[src/rtl/blink_pkg.sv]
// Shared types and helpers for blink_meter: FSM state, default clock, counter sizing.
package blink_pkg;

  typedef enum logic {IDLE, MEASURE} state_t;

  localparam int unsigned DEF_CLK_FREQ = 50_000_000;

  // Smallest width w with 2**w > n (at least 1).
  function automatic int unsigned cnt_width(input longint unsigned n);
    int unsigned w;
    w = 1;
    for (int unsigned i = 0; i < 63; i++)
      if ((64'd1 << i) <= n) w = i + 1;
    return w;
  endfunction

endpackage

[src/rtl/sync_edge.sv]
// Input conditioning for blink_meter: optional two-flop synchronizer (BLINK_METER_SYNC_EN),
// delay register and rise/fall strobes.
module sync_edge (
  input  logic clk,
  input  logic rst,
  input  logic sig_in,
  output logic rise,
  output logic fall
);

  logic s;
  logic d;

`ifdef BLINK_METER_SYNC_EN
  logic meta;

  always_ff @(posedge clk) begin
    if (rst) begin
      meta <= 1'b0;
      s    <= 1'b0;
    end else begin
      meta <= sig_in;
      s    <= meta;
    end
  end
`else
  always_ff @(posedge clk) begin
    if (rst) s <= 1'b0;
    else     s <= sig_in;
  end
`endif

  always_ff @(posedge clk) begin
    if (rst) d <= 1'b0;
    else     d <= s;
  end

  assign rise = s & ~d;
  assign fall = ~s & d;

endmodule

[src/rtl/blink_meter.sv]
// Period / high-time meter for a blink or square-wave input with timeout detection.
// Synchronizer depth is selected by BLINK_METER_SYNC_EN (see sync_edge).
module blink_meter
  import blink_pkg::*;
#(
  parameter int unsigned CLK_FREQ   = DEF_CLK_FREQ,
  parameter int unsigned MAX_PERIOD = 2 * CLK_FREQ,
  parameter int unsigned CNT_W      = 27
) (
  input  logic             clk,
  input  logic             rst,
  input  logic             sig_in,
  output logic [CNT_W-1:0] period,
  output logic [CNT_W-1:0] high_time,
  output logic             valid,
  output logic             locked,
  output logic             timeout
);

  if (CNT_W < cnt_width(MAX_PERIOD)) begin : g_cnt_w_check
    $error("blink_meter: CNT_W too small for MAX_PERIOD");
  end
  if (CLK_FREQ == 0) begin : g_clk_check
    $error("blink_meter: CLK_FREQ must be non-zero");
  end

  localparam logic [CNT_W-1:0] ONE  = CNT_W'(1);
  localparam logic [CNT_W-1:0] MAXC = CNT_W'(MAX_PERIOD);
  localparam logic [CNT_W-1:0] THR  = CNT_W'(MAX_PERIOD - 1);

  state_t           state, state_n;
  logic             rise, fall;
  logic [CNT_W-1:0] cnt, cnt_inc, high_lat;
  logic             do_meas, do_tmo, do_fall;

  sync_edge u_sync_edge (
    .clk    (clk),
    .rst    (rst),
    .sig_in (sig_in),
    .rise   (rise),
    .fall   (fall)
  );

  assign cnt_inc = cnt + ONE;

  always_ff @(posedge clk) begin
    if (rst) state <= IDLE;
    else     state <= state_n;
  end

  // A rise in the threshold cycle is a normal measurement, not a timeout.
  always_comb begin
    state_n = state;
    case (state)
      IDLE:    if (rise) state_n = MEASURE;
      MEASURE: if (!rise && cnt == THR) state_n = IDLE;
      default: state_n = IDLE;
    endcase
  end

  always_comb begin
    do_meas = 1'b0;
    do_tmo  = 1'b0;
    do_fall = 1'b0;
    if (state == MEASURE) begin
      do_meas = rise;
      do_tmo  = !rise && cnt == THR;
      do_fall = fall;
    end
  end

  always_ff @(posedge clk) begin
    if (rst) begin
      cnt       <= '0;
      high_lat  <= '0;
      period    <= '0;
      high_time <= '0;
      valid     <= 1'b0;
      locked    <= 1'b0;
      timeout   <= 1'b0;
    end else begin
      if (rise)
        cnt <= '0;
      else if (state == MEASURE && cnt != MAXC)
        cnt <= cnt_inc;

      if (do_fall) high_lat <= cnt_inc;

      valid <= do_meas;
      if (do_meas) begin
        period    <= cnt_inc;
        high_time <= high_lat;
        locked    <= 1'b1;
        timeout   <= 1'b0;
      end
      if (do_tmo) begin
        timeout <= 1'b1;
        locked  <= 1'b0;
      end
    end
  end

endmodule

[config.mk]
export PLATFORM = sky130hd
export DESIGN_NAME = blink_meter
export DESIGN_NICKNAME = d
export VERILOG_FILES = /design/src/rtl/blink_pkg.sv /design/src/rtl/sync_edge.sv /design/src/rtl/blink_meter.sv
export SDC_FILE = /design/constraint.sdc
export NUM_CORES = 1
export LEC_CHECK = 0
export CELL_PAD_IN_SITES_DETAIL_PLACEMENT = 1
export CELL_PAD_IN_SITES_GLOBAL_PLACEMENT = 1
export CORE_UTILIZATION = 39
export CTS_BUF_LIST = sky130_fd_sc_hd__clkbuf_8
export CTS_CLUSTER_DIAMETER = 200
export DETAILED_ROUTE_END_ITERATION = 8
export GPL_TIMING_DRIVEN = 0
export PLACE_DENSITY = 0.74
export SYNTH_ARGS = -nofsm -noshare
export SYNTH_HDL_FRONTEND = slang
export SYNTH_HIERARCHICAL = 1
export SYNTH_SLANG_ARGS = --single-unit
[constraint.sdc]
create_clock -name clk -period 2.1 [get_ports clk]
set_clock_uncertainty 0.15 [all_clocks]
set_input_delay 0.63 -clock clk [delete_from_list [all_inputs] [get_ports clk]]
set_output_delay 0.63 -clock clk [all_outputs]
set_load 0.01 [all_outputs]
==> summary.txt <==
Cells and area
  • Most frequent cells in the layout: dfxtp_1, dlygate4sd2_1, o21ai_0
  • Most common cell after layout, fill and taps aside: dfxtp_1
  • Number of diodes: 0
  • Layout overhead on the synthesized area: 33.2%
  • Core Util, Final: 0.542
  • Non-Filler Instances: 729
  • Nets: 582
  • Layout cells sized above 1: 0.207
  • # fillers: 1278

Routing
  • DRT antenna net count: 0
  • Routed WL: ~14000 um
  • Routed WL per cell: around 19 um
  • Vias: 4076
  • First-pass DRT Iterations: 4
  • Iter 0 DRT Violations: about 210
  • Via density: between 5 and 6
  • # DRC: 0

Setup path
  • CP Data Arrival Time: roughly 2.3 ns
  • Crit start category: register
  • R2r endpoint: cnt[23]$_SDFFE_PP0P_
  • CP Max Fanout: 7
  • WP data required: 2.31 ns
  • Critical Setup Path Class: register to register
  • Reg-to-reg slack, setup: about 0.050 ns
  • Worst r2r path cells: 7
  • CP endpoint kind: register
  • RR Startpoint: cnt[13]$_SDFFE_PP0P_

Min path
  • HP Class: register to register
  • Worst Hold Depth: 2
  • Worst min-delay path endpoint: period[24]$_SDFFE_PP0P_
  • Min-delay src: period[24]$_SDFFE_PP0P_

Synthesis
  • Flops & latches, synth: 114
  • Synth Net Count: between 400 and 500
  • Largest family of logic cells by synthesized area: compound AO/OA/AOI/OAI gates
  • Predominant post-synthesis flop cell: dfxtp_1
  • Post-synth top area share: 0.509
  • Distinct cells, synth: 41
  • Synth async-reset ratio: 0
  • Compound-Gate Fraction of Synth Area: 0.196
  • Cell count after synthesis: approximately 480
  • Top cells by area, synth: dfxtp_1, o21ai_0, a22o_1, xnor2_1, a21oi_1
  • Post-synth EDFFs: 0
  • Synth warn: 6
  • Synth area leader: dfxtp_1
  • Post-synthesis mux area share: 0.00223
  • Simple-gate portion of the synthesized area: 0.180
  • Adder-cell share of the synthesized area: 0.00558
  • Mapped cell area: 4480 um^2
  • Synth Area in XOR/XNOR: 0.0605
  • Sequential share of the synthesized area: 0.509
  • Syn avg cell area: slightly above 9 um^2

Floorplan
  • Die area: 11900 um^2
  • DIE HEIGHT: about 110 um
  • Core Box Area: 11000 um^2
  • Row cnt: 38
  • Starting Density: 0.407
  • I/O Pins: 60
  • Die width: between 100 and 150 um

STA
  • Endpoints failing hold: 0
  • Slew @ Worst Pin: between 0.5 and 0.6 ns
  • Final setup margin: approximately 0.050 ns
  • Slew HR: 0.639
  • Count of final setup violators: 0
  • Period minus WS final: about 2.1 ns
  • Fin. max-slew vios: 0
  • RSZ-0062 raised after global routing: yes
  • Max Freq: about 0.49 GHz
  • Fin crit share: 0.976
  • Worst hold slack: between 0.2 and 0.3 ns
  • Post-route setup TNS: 0 ns

Power and ir drop
  • Seq pwr share: 0.483
  • Clock power frac: 0.478
  • Gate power share: 0.039
  • Leakage Power: between 2 and 2.5 nW
  • Net Sw Frac: 0.223
  • Net switching power: about 0.0010 W
  • Pwr Density: 758 nW/um^2
  • Internal power: approximately 0.0035 W
  • Worst vdd ir: between 0.5 and 0.6 mV

Global routing
  • GRT overflow: 0
  • Largest net degree at the start of global routing: 17
  • First-pass GRT wire length: 21700 um
  • Total GRT Usage: 0.243
  • Initial antenna violation count: 0
  • Vias in the first global route: about 4100

Placed design
  • Gpl congestion: approximately 0.89
  • Buffers added on ports: 59
  • Dpl hpwl: between 9000 and 10000 um
  • Cells after DPL: 683
  • Dpl ws: -0.768 ns

CTS
  • CTS Hold Buffers Added: 0
  • CTS buffer count: 17
  • Root Driver: clkbuf_8
  • H-tree depth: 4
  • Clock transition at the registers of the reported paths: approximately 0.07 ns
  • Max Buffers Root-to-Sink: 2
  • CTS tree: done
  • Clock latency on the worst-skew pair: 0.43 ns
  • TritonCTS Sinks: around 110

Status
  • Outcome: finished clean

Flow run
  • MaxCap Viol Count: 0
## logic make-up (layout without fill, tap and decap cells)
kind of cell               count (synthesis)  after routing
DFF                                      114            114
muxes                                      1              1
xor gates and xnor gates                  31             31
adders and majority gates                  2              2
AOI/OAI and AO/OA                        139            139
buffers and inverters                     46            151
and+or+nand+nor                          151            151
## cells in the mapped netlist, types with 2 or more instances
library cell	count
xnor2_1	20
a31o_2	5
nand3_1	12
inv_1	7
a22o_1	28
o31ai_1	3
buf_2	12
nor3_1	8
and3_1	3
or3_1	14
nor2b_1	4
buf_4	2
a211oi_1	15
and2_1	3
nand2_1	40
o211ai_1	3
nor2_1	34
o21ai_0	49
clkbuf_1	23
nor4_1	2
and4_1	7
dfxtp_1	114
ha_1	2
xor2_1	11
a21oi_1	32
nand4_1	15
buf_6	2
## critical path, cell delays in order (launching register included)
cell and delay [ns]:
dfxtp_1 0.33, buf_6 0.12, and4_1 0.20, buf_6 0.14, nand4_4 0.14, or3_4 0.42, or3_1 0.34, a21oi_2 0.15
## routing by layer
layer	up-vias	global-route usage	wire length [um]
li1	1917	-	-
met1	2056	0.316	6410
met2	80	0.386	6630
met3	23	0.0610	512
met4	0	0.0933	335
met5	-	0	0
## power groups by stage
stage / combinational (W) / clock (W) / sequential (W)
6_report: 0.000175 / 0.00216 / 0.00219
5_1_grt: 0.000189 / 0.00229 / 0.00219
4_1_cts: 0.000161 / 0.00220 / 0.00219
3_5_place_dp: 0.000146 / 0 / 0.00224
3_3_place_gp: 0.000143 / 0 / 0.00224
2_1_floorplan: 0.0000914 / 0 / 0.00224
## flip-flops by register name, indices dropped and copies added (netlist names)
register       flops
cnt               27
high_lat          27
high_time         27
locked             1
period            27
state              1
timeout            1
u_sync_edge/d      1
u_sync_edge/s      1
valid              1
## repair_timing
| item | in CTS | in global routing |
|---|---|---|
| setup buffers | 5 | 12 |
| setup endpoints to repair | 157 | 87 |
| gates resized for setup | 86 | 57 |
| pin swaps | 3 | 11 |
## how the worst max path moves through the flow
stage | from | end | slack [ns] | cells after the start
2_1_floorplan | cnt[0]$_SDFFE_PP0P_ | cnt[26]$_SDFFE_PP0P_ | 0.02 | 7
3_3_place_gp | rst | period[24]$_SDFFE_PP0P_ | -0.73 | 5
3_5_place_dp | rst | period[2]$_SDFFE_PP0P_ | -0.77 | 5
4_1_cts | period[20]$_SDFFE_PP0P_ | period[20] | 0.0008 | 1
5_1_grt | cnt[0]$_SDFFE_PP0P_ | cnt[21]$_SDFFE_PP0P_ | -0.04 | 9
6_report | cnt[13]$_SDFFE_PP0P_ | cnt[23]$_SDFFE_PP0P_ | 0.05 | 7
## area by class of cell
type | count | area, um^2 | area share
flip-flops and latches | 114 | 2310 | 0.386
multi-input cells | 324 | 2120 | 0.355
repair buffers | 76 | 672 | 0.112
clock buffers | 21 | 289 | 0.0484
plain buffers | 37 | 251 | 0.0421
well taps | 140 | 175 | 0.0293
clock inverters | 10 | 133 | 0.0222
inverters | 7 | 26.3 | 0.00440
## per-stage QoR
step                total power (W)  instance area [um^2]
floorplan                   0.00233                  4480
global placement            0.00238                  5250
detailed placement          0.00239                  5250
CTS                         0.00455                  5730
global route                0.00467                  5970
finish                      0.00452                  5970
Note: power is estimated with default switching activity, not from simulation.
